==> src/rtl/chad_stack_pkg.sv <==
// Shared constants for the shift-register stack and its spill extension:
// the EMPTY fill pattern, the delta push/pop codes, and the depth-width helper.
package chad_stack_pkg;

  // Pattern shifted in when nothing is stored below; truncate to the cell width.
  localparam logic [31:0] EMPTY = 32'h55AA55AA;

  // Delta encoding: 01 = push, 11 = pop, x0 = no move.
  localparam logic [1:0] DELTA_PUSH = 2'b01;
  localparam logic [1:0] DELTA_POP  = 2'b11;

  // Width of the total-depth counter (on-chip tail + top + spill store).
  function automatic int depth_w(input int depth, input int ext_depth);
    return $clog2(depth + 1 + ext_depth + 1);
  endfunction

endpackage

==> src/rtl/spill_ram.sv <==
// Spill store body: ENTRIES cells, synchronous write, asynchronous read.
// Holds every spilled cell except the newest, which lives in fill_reg.
module spill_ram #(
  parameter int WIDTH   = 18,
  parameter int ENTRIES = 63,
  parameter int AW      = 6
) (
  input  logic             clk,
  input  logic             we,
  input  logic [AW-1:0]    wr_addr,
  input  logic [WIDTH-1:0] wr_data,
  input  logic [AW-1:0]    rd_addr,
  output logic [WIDTH-1:0] rd_data
);

  logic [WIDTH-1:0] mem [ENTRIES];

  // Write port: no reset, contents are logically discarded by the owner's counters.
  always_ff @(posedge clk) begin
    if (we) mem[wr_addr] <= wr_data;
  end

  // Read port is combinational so a pop can refill fill_reg in one cycle.
  assign rd_data = mem[rd_addr];

endmodule

==> src/rtl/stack_spill.sv <==
// Spill/fill extension for the shift-register stack. Cells pushed off the
// bottom of a full on-chip stack are saved here and returned on pops.
// Optional macro STACK_SPILL_HWM_EN adds output hwm: maximum depth reached
// since reset or the last clr.
module stack_spill
  import chad_stack_pkg::*;
#(
  parameter int WIDTH     = 18,
  parameter int DEPTH     = 16,
  parameter int EXT_DEPTH = 64
) (
  input  logic                                   clk,
  input  logic                                   rst_n,
  input  logic                                   hold,
  input  logic [1:0]                             delta,
  input  logic [WIDTH-1:0]                       spill_in,
  output logic [WIDTH-1:0]                       fill_out,
  output logic [depth_w(DEPTH, EXT_DEPTH)-1:0]   depth,
  output logic                                   ovf,
  output logic                                   unf,
`ifdef STACK_SPILL_HWM_EN
  output logic [depth_w(DEPTH, EXT_DEPTH)-1:0]   hwm,
`endif
  input  logic                                   clr
);

  localparam int DW = depth_w(DEPTH, EXT_DEPTH);
  localparam int EW = $clog2(EXT_DEPTH + 1);
  localparam int AW = $clog2(EXT_DEPTH);
  localparam logic [DW-1:0]    OC_FULL  = DW'(DEPTH + 1);
  localparam logic [EW-1:0]    EXT_FULL = EW'(EXT_DEPTH);
  localparam logic [WIDTH-1:0] EMPTY_W  = WIDTH'(EMPTY);

  logic [DW-1:0]    depth_q, depth_nxt, oc;
  logic [EW-1:0]    ext_count, ext_nxt;
  logic [WIDTH-1:0] fill_reg, fill_nxt, rd_data;
  logic             ovf_q, unf_q, ovf_ev, unf_ev, wr_en;
  logic             push, pop, clr_eff;
  logic [AW-1:0]    wr_addr, rd_addr;

  // hold masks every command, including clr.
  assign push    = !hold && (delta == DELTA_PUSH);
  assign pop     = !hold && (delta == DELTA_POP);
  assign clr_eff = !hold && clr;

  assign oc      = depth_q - DW'(ext_count);
  assign wr_addr = AW'(ext_count - EW'(1));
  assign rd_addr = AW'(ext_count - EW'(2));

  spill_ram #(
    .WIDTH   (WIDTH),
    .ENTRIES (EXT_DEPTH - 1),
    .AW      (AW)
  ) u_ram (
    .clk     (clk),
    .we      (wr_en),
    .wr_addr (wr_addr),
    .wr_data (fill_reg),
    .rd_addr (rd_addr),
    .rd_data (rd_data)
  );

  // Next-state: spill only once the on-chip stack is full, fill before draining on-chip cells.
  always_comb begin
    depth_nxt = depth_q;
    ext_nxt   = ext_count;
    fill_nxt  = fill_reg;
    wr_en     = 1'b0;
    ovf_ev    = 1'b0;
    unf_ev    = 1'b0;
    if (push) begin
      if (oc < OC_FULL) begin
        depth_nxt = depth_q + DW'(1);
      end else if (ext_count < EXT_FULL) begin
        wr_en     = (ext_count != '0);
        fill_nxt  = spill_in;
        ext_nxt   = ext_count + EW'(1);
        depth_nxt = depth_q + DW'(1);
      end else begin
        ovf_ev = 1'b1;
      end
    end else if (pop) begin
      if (ext_count != '0) begin
        fill_nxt  = (ext_count == EW'(1)) ? EMPTY_W : rd_data;
        ext_nxt   = ext_count - EW'(1);
        depth_nxt = depth_q - DW'(1);
      end else if (depth_q != '0) begin
        depth_nxt = depth_q - DW'(1);
      end else begin
        unf_ev = 1'b1;
      end
    end
  end

  // State register; a same-cycle overflow/underflow event wins over clr.
  always_ff @(posedge clk or negedge rst_n) begin
    if (!rst_n) begin
      depth_q   <= '0;
      ext_count <= '0;
      fill_reg  <= EMPTY_W;
      ovf_q     <= 1'b0;
      unf_q     <= 1'b0;
    end else begin
      depth_q   <= depth_nxt;
      ext_count <= ext_nxt;
      fill_reg  <= fill_nxt;
      ovf_q     <= ovf_ev | (ovf_q & ~clr_eff);
      unf_q     <= unf_ev | (unf_q & ~clr_eff);
    end
  end

`ifdef STACK_SPILL_HWM_EN
  logic [DW-1:0] hwm_q;

  // High-water mark restarts from the current depth on clr.
  always_ff @(posedge clk or negedge rst_n) begin
    if (!rst_n)                 hwm_q <= '0;
    else if (clr_eff)           hwm_q <= depth_nxt;
    else if (depth_nxt > hwm_q) hwm_q <= depth_nxt;
  end

  assign hwm = hwm_q;
`endif

  assign fill_out = (ext_count != '0) ? fill_reg : EMPTY_W;
  assign depth    = depth_q;
  assign ovf      = ovf_q;
  assign unf      = unf_q;

endmodule

==> config.mk <==
export PLATFORM = sky130hd
export DESIGN_NAME = stack_spill
export DESIGN_NICKNAME = d
export VERILOG_FILES = /design/src/rtl/chad_stack_pkg.sv /design/src/rtl/spill_ram.sv /design/src/rtl/stack_spill.sv
export SDC_FILE = /design/constraint.sdc
export NUM_CORES = 1
export LEC_CHECK = 0
export CAP_MARGIN = 20
export CORE_MARGIN = 2
export CORE_UTILIZATION = 56
export CTS_CLUSTER_SIZE = 24
export DETAILED_ROUTE_END_ITERATION = 16
export PLACE_DENSITY = 0.72
export SYNTH_ARGS = -nofsm -noshare
export SYNTH_HDL_FRONTEND = slang
export SYNTH_SLANG_ARGS = --single-unit
==> constraint.sdc <==
create_clock -name clk -period 5.9 [get_ports clk]
set_clock_uncertainty 0.05 [all_clocks]
set_input_delay 0.885 -clock clk [delete_from_list [all_inputs] [get_ports clk]]
set_output_delay 0.885 -clock clk [all_outputs]
set_load 0.005 [all_outputs]
==> results.py <==
metrics = {
    "critical_path": {
        "slowest_stage": "dfrtp_4",
        "path_buf_inv": 3,
        "worstPathArrival_ps": 4940,
        "critPathTopFamily": "compound AO/OA/AOI/OAI gates",
        "max_stage_delay_ps": 840,
        "endpoint_kind": "flop",
        "reg2reg_setup_slack_ps": 1260,
        "timing.rr.end": "u_ram.mem[24][3]",
        "timing.critical_path.cells": "ha_1 -> inv_1 -> fa_1 -> a211oi_2 -> nor2_1 -> xor2_1 -> o41ai_2 -> a311oi_4 -> buf_4 -> nand3_4 -> nor2_1 -> buf_4",
        "cp-start-kind": "flop",
        "r2r_cells": 12,
        "required_ps": 6210,
        "worstReg2RegStart": "ext_count[0]",
        "critPathKind": "reg2reg",
        "cp_max_fo": 41,
    },
    "place": {
        "placed_cell_area_um2": 48500,
        "io_buffers": 50,
        "place_inst": 3392,
        "dp_hpwl_um": 71700,
        "gp_congestion": 1.06,
    },
    "finish": {
        "regArea_um2": 34900,
        "final_common_cell": "edfxtp_1",
        "multi_input_area_um2": 10800,
        "final_core_utilization_pct": 63.5,
        "nets": 2481,
        "largest_register_ffs": 1134,
        "fin_cells": 3602,
        "n_fill_cell": 5417,
        "layout_common_cells": "1,134 x edfxtp_1, 247 x mux4_2, 113 x mux2i_1",
        "final_area_um2": 52100,
        "drive_above_1_share_pct": 25.0,
        "area_growth_pct": 12.4,
    },
    "floorplan": {
        "core_um2": 82000,
        "die_x_um": 292,
        "die_h_um": 292,
        "io_pins": 51,
        "rows": 105,
        "initial_core_util_pct": 56.5,
        "die_area_um2": 85000,
    },
    "global_route": {
        "antenna_found_initial": 3,
        "grt_usage_pct": 28.6,
        "grt_pass1_wl_um": 173000,
        "grt_pass1_vias": 23500,
        "grt_max_degree": 85,
        "globalRoute.totalOverflow": 0,
    },
    "drt": {
        "dr.pass1.iters": 6,
        "drtIter0Drc": 3798,
        "wl_um": 120000,
        "wire_per_inst_um": 33.4,
        "detail-route-antenna-nets": 0,
        "vias_per_cell": 6.73,
        "remaining_drc_errors": 0,
        "vias": 24200,
    },
    "sta": {
        "hold_violations": 0,
        "max_freq_ghz": 0.216,
        "tightestPinTransition_ps": 1210,
        "slew-limit-headroom_pct": 19.4,
        "maxSlewViolCount": 0,
        "setup_viol": 0,
        "rsz0062_at_grt": "no",
        "tns_ps": 0,
        "fin_crit_ps": 4640,
        "fin_crit_sh_pct": 78.6,
    },
    "logic_synthesis": {
        "synth-seq-area-share_pct": 75.4,
        "synth-edff-count": 1134,
        "synth_flop_cell": "edfxtp_1",
        "synthCells": 2284,
        "avgSynthCellArea_um2": 20.3,
        "synth_area_um2": 46300,
        "syn_nets": 2328,
        "synth-xor-area-share_pct": 0.451,
        "yosysTopAreaCell": "edfxtp_1",
        "synth_top_family_by_area": "multiplexers",
        "yosysTopAreaCellShare_pct": 73.5,
        "synth.top_cells.by_area": "edfxtp_1 74%, mux4_2 12%, mux2i_1 2.4%, dfrtp_1 1.4%, mux2_2 0.95%",
        "synth-compound-area-share_pct": 3.21,
        "ys_types": 70,
        "yosys.area_share.simple_pct": 3.47,
        "synthMuxAreaShare_pct": 15.4,
        "synth-seq-cells": 1168,
        "synthArstFlopShare_pct": 2.91,
        "synth_adder_area_share_pct": 0.573,
        "ys_warn_count": 0,
    },
    "min_path": {
        "whs_endpoint": "unf",
        "hp-class": "reg2reg",
        "hold_start": "unf",
        "hold_path_depth": 2,
    },
    "clocking": {
        "cts.path.max_buffers": 3,
        "clk_latency_ps": 710,
        "post_cts_buffers": 0,
        "cts-root-buf": "clkbuf_16",
        "cts_hold_buf": 0,
        "cts.htree.levels": 3,
        "cts_tree": "built",
        "clkTransAtPathRegs_ps": 60,
        "cts_resized": 0,
        "numCtsBuffers": 112,
        "numClockSinks": 1168,
    },
    "outcome": {
        "outcome": "complete, no violations",
    },
    "run": {
        "cap_violations": 0,
    },
    "power": {
        "p_total_mw": 28.0,
        "p_per_area_nw_per_um2": 537,
        "ir_worst_vdd_mv": 0.475,
        "leakagePower_nw": 16.7,
    },
}
-- tightest hold or removal path: stages (launching register included) --
cell	delay, ps
dfrtp_1	360
nand2_1	50
o21ai_0	60
-- final cells by class --
type / instances / share of cell area, %
inverters: 14 / 0.101
clock inverters: 72 / 1.24
diodes: 1 / 0.00480
well taps: 1070 / 2.57
multi-input cells: 978 / 20.7
repair buffers: 163 / 2.75
clock buffers: 136 / 5.55
flip-flops and latches: 1168 / 67.1
-- cells by family (layout without fill, tap and decap cells) --
kind of cell	count (synthesis)	after routing
DFF	1168	1168
muxes	400	400
and+or+nand+nor	338	338
AOI/OAI and AO/OA	197	197
buffers and inverters	138	385
xor gates and xnor gates	23	23
adders and majority gates	20	20
other	0	1
-- per-layer routing --
layer	up-vias	global-route usage (%)	routed length [um]
met2	1596	43.7	56200
met3	241	6.57	12900
li1	9737	-	-
met1	12700	40.6	46200
met5	-	0	0
met4	0	11.0	5080
-- power breakdown --
group,switching [mW],leakage [nW],internal [mW],total (mW)
registers,0.368,10.6,10.2,10.6
logic,6.69,4.39,3.78,10.5
clock network,3.13,1.70,3.79,6.91
-- Yosys cell counts (9+ instances only) --
master / number
mux2_2: 39
ha_1: 18
o221ai_1: 17
mux2i_1: 113
edfxtp_1: 1134
or3_1: 9
inv_1: 13
buf_4: 13
clkbuf_1: 39
nand2_1: 97
dfrtp_1: 25
dfstp_2: 9
o21ai_0: 18
and2_1: 11
nand2b_1: 16
buf_1: 10
buf_2: 53
o22ai_1: 36
nor3_1: 14
nand3_1: 38
a221oi_1: 22
xnor2_1: 16
a211oi_1: 14
buf_6: 9
a21oi_1: 28
mux4_2: 247
nor2_2: 11
and3_1: 14
nor2_1: 109
-- worst max path at each step --
stage | from | slack [ps] | endpoint | cells past startpoint
2_1_floorplan | ext_count[1] | 1350 | u_ram.mem[56][0] | 13
3_3_place_gp | delta[0] | 1310 | u_ram.mem[24][15] | 10
3_5_place_dp | delta[0] | 1260 | u_ram.mem[20][0] | 10
4_1_cts | ext_count[1] | 830 | fill_out[11] | 6
5_1_grt | ext_count[0] | 1020 | u_ram.mem[24][3] | 12
6_report | ext_count[0] | 1260 | u_ram.mem[24][3] | 12
-- per-stage QoR --
| stage | hold slack [ps] | setup slack (ps) |
|---|---|---|
| final | 456 | 1260 |
| after detailed placement | 440 | 1260 |
| after CTS | 454 | 833 |
| after global placement | 427 | 1310 |
| after global routing | 463 | 1020 |
| after floorplan | 421 | 1350 |
Note: power is estimated with default switching activity, not from simulation.
